## src/rtl/ifir_poly_interp.sv

```systemverilog
// ----------------------------------------------------------------------------
// ifir_poly_interp
// Polyphase interpolating FIR. Every input sample starts a sweep of L
// branches. Each branch is one output sample on clock_up, so an input
// stream at 1/L of the clock rate gives a gapless output stream.
// Branch p uses coefficients h[p], h[p+L], ..., h[p+L*(TAPS-1)].
//
// Optional feature: define IFIR_POLY_SAT_EN to saturate the scaled result to
// the DW-bit signed range. Without it, the result wraps to its low DW bits.
//
// Ports:
//   clock_up  - output-rate clock
//   rstn      - asynchronous active-low reset
//   en        - global advance enable; 0 freezes every register
//   in_valid  - single-cycle strobe; data_in holds a new sample
//   data_in   - signed input sample (DW bits)
//   clr       - clears the sticky underrun/overrun flags
//   data_out  - signed interpolated sample (DW bits)
//   out_valid - data_out was updated on the last edge
//   phase     - branch index of the current data_out
//   underrun  - sticky: a sweep ended and no new sample had arrived
//   overrun   - sticky: a new sample arrived before the sweep completed
// ----------------------------------------------------------------------------
module ifir_poly_interp #(
   parameter int DW    = 24,
   parameter int CW    = 28,
   parameter int L     = 8,
   parameter int TAPS  = 4,
   parameter int SHIFT = 10,
   // Default is a zero-order hold: h[j] = 2^SHIFT for j < L, otherwise 0.
   parameter logic [L*TAPS*CW-1:0] COEFS = (L*TAPS*CW)'({L{CW'(64'd1 << SHIFT)}})
) (
   input  logic                    clock_up,
   input  logic                    rstn,
   input  logic                    en,
   input  logic                    in_valid,
   input  logic signed [DW-1:0]    data_in,
   input  logic                    clr,
   output logic signed [DW-1:0]    data_out,
   output logic                    out_valid,
   output logic [$clog2(L)-1:0]    phase,
   output logic                    underrun,
   output logic                    overrun
);

   localparam int PW = $clog2(L);
   localparam int AW = DW + CW + $clog2(TAPS);

   logic signed [DW-1:0] xQ [TAPS];
   logic signed [DW-1:0] xD [TAPS];
   logic [PW-1:0]        phQ, phD;
   logic                 runningQ, runningD;
   logic signed [DW-1:0] dataOutQ, dataOutD;
   logic                 outValidQ, outValidD;
   logic [PW-1:0]        phaseQ, phaseD;
   logic                 underrunQ, underrunD;
   logic                 overrunQ, overrunD;

   logic signed [CW-1:0] coef;
   logic signed [AW-1:0] acc;
   logic signed [AW-1:0] shifted;
   logic signed [DW-1:0] yOut;
   logic                 lastBranch;

   // Branch ph of the dot product over the delay line as it stands before
   // any shift. Operands are sign-extended to the full accumulator width,
   // so every product and the running sum are exact.
   always_comb begin
      acc  = '0;
      coef = '0;
      for (int k = 0; k < TAPS; k++) begin
         coef = COEFS[(int'(phQ) + L*k)*CW +: CW];
         acc  = acc + AW'(xQ[k]) * AW'(coef);
      end
   end

   // Scale down by SHIFT; the arithmetic shift rounds toward minus
   // infinity. The result then either saturates or wraps to DW bits.
   always_comb begin
      shifted = acc >>> SHIFT;
`ifdef IFIR_POLY_SAT_EN
      if (shifted[AW-1:DW-1] != {(AW-DW+1){shifted[AW-1]}}) begin
         yOut = shifted[AW-1] ? {1'b1, {(DW-1){1'b0}}} : {1'b0, {(DW-1){1'b1}}};
      end else begin
         yOut = shifted[DW-1:0];
      end
`else
      yOut = DW'(shifted);
`endif
   end

   // Sweep control. A running sweep emits branch ph on every edge. A new
   // sample always restarts at branch 0, which drops any branches left in
   // the current sweep. A sweep with no new sample after branch L-1 stops,
   // and data_out holds its last value. Flag set events win over clr.
   always_comb begin
      xD        = xQ;
      phD       = phQ;
      runningD  = runningQ;
      dataOutD  = dataOutQ;
      outValidD = 1'b0;
      phaseD    = phaseQ;
      lastBranch = (phQ == PW'(L-1));

      if (runningQ) begin
         dataOutD  = yOut;
         phaseD    = phQ;
         outValidD = 1'b1;
      end

      if (in_valid) begin
         for (int k = TAPS-1; k > 0; k--) begin
            xD[k] = xQ[k-1];
         end
         xD[0]    = data_in;
         phD      = '0;
         runningD = 1'b1;
      end else if (runningQ) begin
         if (lastBranch) begin
            phD      = '0;
            runningD = 1'b0;
         end else begin
            phD = phQ + PW'(1);
         end
      end

      underrunD = (underrunQ & ~clr) | (runningQ & lastBranch & ~in_valid);
      overrunD  = (overrunQ & ~clr) | (runningQ & ~lastBranch & in_valid);
   end

   // All state advances only while en is high; with en low every register,
   // out_valid included, keeps its value.
   always_ff @(posedge clock_up or negedge rstn) begin
      if (!rstn) begin
         for (int k = 0; k < TAPS; k++) begin
            xQ[k] <= '0;
         end
         phQ       <= '0;
         runningQ  <= 1'b0;
         dataOutQ  <= '0;
         outValidQ <= 1'b0;
         phaseQ    <= '0;
         underrunQ <= 1'b0;
         overrunQ  <= 1'b0;
      end else if (en) begin
         xQ        <= xD;
         phQ       <= phD;
         runningQ  <= runningD;
         dataOutQ  <= dataOutD;
         outValidQ <= outValidD;
         phaseQ    <= phaseD;
         underrunQ <= underrunD;
         overrunQ  <= overrunD;
      end
   end

   assign data_out  = dataOutQ;
   assign out_valid = outValidQ;
   assign phase     = phaseQ;
   assign underrun  = underrunQ;
   assign overrun   = overrunQ;

endmodule

```

## config.mk

```make
export PLATFORM = sky130hd
export DESIGN_NAME = ifir_poly_interp
export DESIGN_NICKNAME = d
export VERILOG_FILES = /design/src/rtl/ifir_poly_interp.sv
export SDC_FILE = /design/constraint.sdc
export NUM_CORES = 1
export LEC_CHECK = 0
export ABC_CLOCK_PERIOD_IN_PS = 7700
export BUFFER_PORTS_ARGS = -buffer_cell sky130_fd_sc_hd__buf_2
export CORE_MARGIN = 1
export CORE_UTILIZATION = 56
export CTS_BUF_LIST = sky130_fd_sc_hd__clkbuf_4 sky130_fd_sc_hd__clkbuf_8
export CTS_CLUSTER_DIAMETER = 120
export DETAILED_ROUTE_END_ITERATION = 7
export GPL_ROUTABILITY_DRIVEN = 1
export PLACE_DENSITY_LB_ADDON = 0.2
export SYNTH_ARGS = -nofsm -noshare
export SYNTH_HDL_FRONTEND = slang
export SYNTH_SLANG_ARGS = --single-unit
export TNS_END_PERCENT = 20
```

## constraint.sdc

```tcl
create_clock -name clock_up -period 7.7 [get_ports clock_up]
set_input_delay 0.77 -clock clock_up [delete_from_list [all_inputs] [get_ports clock_up]]
set_output_delay 0.77 -clock clock_up [all_outputs]
set_load 0.005 [all_outputs]
```

== After elaboration in Yosys (flattened, before gate mapping) ==
Cells that the tools add are included.

* Register bits: 130
* Input bits: 29
* Output and inout port bits: 30
* Word-level logic and storage cells: 53

* $add $sub $neg: 7
* Multipliers: 8
* Equal/unequal tests: 1
* Shift operators: 4
* Mux-type cells: 7
* Bitwise gates (word level): 11
* Reductions and logical operators: 4

{| class="wikitable"
|+ Operators with widths
! operator !! count
|-
| variable part select 896 x 12 -> 28 bit, first input constant || 2
|-
| variable part select 896 x 11 -> 28 bit, first input constant || 1
|-
| variable part select 896 x 9 -> 28 bit, first input constant || 1
|-
| multiplier 24 x 28 -> 34 bit || 4
|-
| adder 34 bit || 3
|-
| multiplier 6 x 3 -> 9 bit, second input constant || 2
|-
| adder 3 x 5 -> 6 bit, second input constant || 2
|-
| 2-to-1 mux 3 bit || 3
|-
| multiplier 5 x 3 -> 8 bit, second input constant || 1
|-
| AND 1 bit || 6
|-
| multiplier 3 x 3 -> 6 bit, second input constant || 1
|-
| AND reduction 2 bit || 3
|-
| adder 3 x 4 -> 5 bit, second input constant || 1
|-
| 2-to-1 mux 1 bit || 4
|-
| adder 3 x 1 -> 3 bit, second input constant || 1
|-
| equality test 3 bit, second input constant || 1
|-
| NOT 1 bit || 3
|-
| bitwise OR 1 bit || 2
|-
| nonzero test 2 bit || 1
|}

== Logic depth before layout (Yosys ltp) ==
* Word-level depth: 7
* Gate-level depth with buffers: 20

== Least setup slack after synthesis ==
No wires, ideal clock.

* Path kind: register to register
* Start point: reg xQ[47] (netlist bit)
* End point: reg dataOutQ[22], in the netlist data_out[22]
* Arrival: 4429 ps
* Required time: 7631 ps
* Slack: 3203 ps
* Cell stages (with the launch flop): 19
* Path buffers: 0
* Clock period less this slack: 4497 ps
* Path through: dfrtp_1 > inv_1 > ha_1 > inv_1 > ha_1 > fa_1 > fa_1 > inv_1 > fa_1 > inv_1 > fa_1 > ha_1 > inv_1 > fa_1 > nor2b_4 > o21ai_2 > a21boi_1 > or4_1 > nand3_1

* Cells in the longest elaborated chain, start to end: 3

{| class="wikitable"
|+ Ends and longest elaborated chain
! what !! line !! text
|-
| start, declared || 49 || <nowiki>logic signed [DW-1:0] xQ [TAPS];</nowiki>
|-
| start signal, assigned by index || 136 || <nowiki>xQ[k] <= '0;</nowiki>
|-
| start signal, assigned || 146 || <nowiki>xQ <= xD;</nowiki>
|-
| multiplier 24 x 28 -> 34 bit || 73 || <nowiki>acc = acc + AW'(xQ[k]) * AW'(coef);</nowiki>
|-
| adder 34 bit (2 in a row) || 73 ||
|-
| end signal, assigned || 149 || <nowiki>dataOutQ <= dataOutD;</nowiki>
|-
| end, declared || 53 || <nowiki>logic signed [DW-1:0] dataOutQ, dataOutD;</nowiki>
|}

Every way passes these cells.
A chain may end at the register's enable or synchronous reset.

== Worst setup path after layout ==
Same ends and word-level chain as after synthesis.

==> impl_metrics.yaml <==
die:
  start_util_pct: 57.9
  rows: 29
  die_y_um: 82.8
  die-area_um2: 6860
  dieWidth_um: 82.8
  core_area_um2: 6310
  io_pins: 59
setup_path:
  critical-path-slowest-cell: "fa_1"
  worstPathMaxFanout: 6
  crit_family: "adder cells"
  cp_cell_sequence: "inv_1, ha_1, inv_1, ha_1, fa_1, fa_1, inv_1, fa_1, inv_1, fa_1, ha_1, inv_1, fa_1, nor2b_4, o21ai_2, a21boi_1, or4_1, nand3_1"
  critPathMaxStageDelay_ns: 0.56
  end_kind: "flip-flop"
  worst_ep_required_time_ns: 7.97
  crit_type: "reg -> reg"
  cp_num_buf_inv: 5
  start_kind: "flip-flop"
  critPathArrivalTime_ns: 4.99
clock_network:
  clk_latency_ns: 0.34
  clock_sinks: 61
  clkTransAtPathRegs_ns: 0.07
  cts_tree: "yes"
  ctsHoldBuffers: 0
  cts_root_buf: "clkbuf_8"
  h-tree-depth: 3
  cts_resized: 0
  cts_setup_buffers: 0
  numCtsBuffers: 9
  cts.path.max_buffers: 2
route:
  dr.pass1.iters: 6
  first_iter_violations: 71
  num_vias: 2287
  drc_errors: 2
  finalWirelength_um: 6020
  vias_per_cell: 5.19
  postRouteAntennaNets: 0
  wire_per_inst_um: 13.7
sta:
  period_share_pct: 61.2
  hold_viol: 0
  fin_hold_ws_ns: 0.476
  fin_setup_tns_ns: 0
  rsz0062_at_grt: "no"
  min_period_ns: 4.71
  final_max_slew_viol_count: 0
  finClkSkew_ns: 0.00668
  worst_slew_pin_slew_ns: 0.869
  fmax_mhz: 212
  setup_violations: 0
  relSlewSlack_pct: 41.9
grt:
  grt.overflow.total: 0
  track_usage_pct: 19.3
  grt_pass1_vias: 2362
  grt_max_degree: 62
  antenna_found_initial: 0
  grt_pass1_wl_um: 10500
synthesis:
  ys.flop_type: "dfrtp_1"
  netlist_area_um2: 3660
  synth_edf_count: 0
  synthArstFlopShare_pct: 100
  synth_nets: 393
  synth_area_per_cell_um2: 12.4
  postSynthCellCount: 295
  ys_types: 31
  synth_seq_cells: 61
  seq_area_frac_synth_pct: 41.7
  ys_warn_count: 0
outcome:
  status: "finished with violations"
  violations: "design-rule violations"
placement:
  globalplace.congestion: 0.816
  io_buffers: 58
  place_hpwl_um: 4400
finish:
  layout.nets: 457
  syn2layout_area_growth_pct: 16.9
  drive_gt1_share_pct: 33.5
  final_common_cell: "dfrtp_1"
  layout_common_cells: "dfrtp_1 (61), buf_2 (58), ha_1 (47)"
  fin_util_pct: 67.7
  fillers: 509
  diodes: 0
power_and_ir_drop:
  power_density_nw_per_um2: 497
  p_leak_nw: 2.16
  peakVddDrop_mv: 0.689
job:
  cap_violations: 0
worst_hold_path:
  min_path_type: "reg -> reg"
## worst reg2reg max path: stages, from the launching register on
cell and delay, ns:
dfrtp_1 0.42, inv_1 0.09, ha_1 0.14, inv_1 0.04
ha_1 0.41, fa_1 0.56, fa_1 0.55, inv_1 0.06
fa_1 0.53, inv_1 0.06, fa_1 0.41, ha_1 0.23
inv_1 0.08, fa_1 0.24, nor2b_4 0.05, o21ai_2 0.12
a21boi_1 0.10, or4_1 0.47, nand3_1 0.09
## Yosys cell counts (2+ instances only)
cell type	number	share of area, %
nor3b_1	2	0.41
inv_1	38	3.9
a21o_1	2	0.41
mux2_2	41	13
o21ai_1	2	0.27
ha_1	47	16
clkbuf_1	2	0.21
xor2_1	2	0.48
fa_1	22	12
xnor2_1	7	1.7
a211oi_1	2	0.41
nand2_1	21	2.2
o21ai_0	15	2.1
buf_2	6	0.82
dfrtp_1	61	42
a21oi_1	3	0.41
nand2b_1	3	0.51
nand3_1	2	0.27
o22ai_1	3	0.51
nor2_1	3	0.31
## report_power, final
part           switching, W  internal [W]  total [W]  leakage (nW)
clock network      0.000127      0.000223   0.000350         0.119
logic              0.000675      0.000656    0.00133          1.31
registers         0.0000400      0.000403   0.000443         0.728
total              0.000842       0.00128    0.00212          2.16
## state kept, by name, summed over array words and instances, names as in the netlist
name and count:
underrun 1, runningQ 1, out_valid 1, phase 3, xQ 27, data_out 24, phQ 3, overrun 1
## cell families after synthesis
kind of cell | share of synthesized area [%]
AO/OA/AOI/OAI | 5.71
XOR/XNOR | 2.16
adder cells (fa/ha/maj) | 28.1
buffers and inverters | 4.93
flip-flops | 41.7
multiplexers | 12.6
AND/OR/NAND/NOR | 4.72
## area by class of cell
type                    count  area, um^2  area share, %
inverters                  38         143           3.34
clock buffers              10         138           3.22
flip-flops and latches     61        1530           35.7
well taps                  77        96.3           2.25
multi-input cells         188        1950           45.6
clock inverters             6         110           2.57
repair buffers             61         313           7.31
## worst paths after layout
path,startpoint,end,slack (ns),depth (start not counted)
max reg2reg,xQ[47],data_out[22],2.99,18
min reg2reg,data_out[21],data_out[21],0.48,2
min in group asynchronous,rstn,data_out[21],0.58,2
min,data_out[21],data_out[21],0.48,2
max,xQ[47],data_out[22],2.99,18
max in group asynchronous,rstn,xQ[92],6.59,2
## metrics by stage
step / instances / area, um^2 / power, W / setup slack [ns]
final: 441 / 4280 / 0.00212 / 2.99
after global routing: 441 / 4280 / 0.00238 / 2.65
after CTS: 441 / 4280 / 0.00217 / 2.96
after detailed placement: 425 / 4030 / 0.00179 / 3.00
after global placement: 425 / 4030 / 0.00175 / 3.09
after floorplan: 295 / 3660 / 0.00148 / 3.20
## per-layer routing
metal | part of all wire, % | vias up | global-route usage, %
li1 | - | 1112 | -
met1 | 47 | 1132 | 26.0
met2 | 48 | 35 | 30.9
met3 | 3.2 | 8 | 3.78
met4 | 1.6 | 0 | 7.99
met5 | 0 | - | 0
Power figures use the tool's default switching activity.
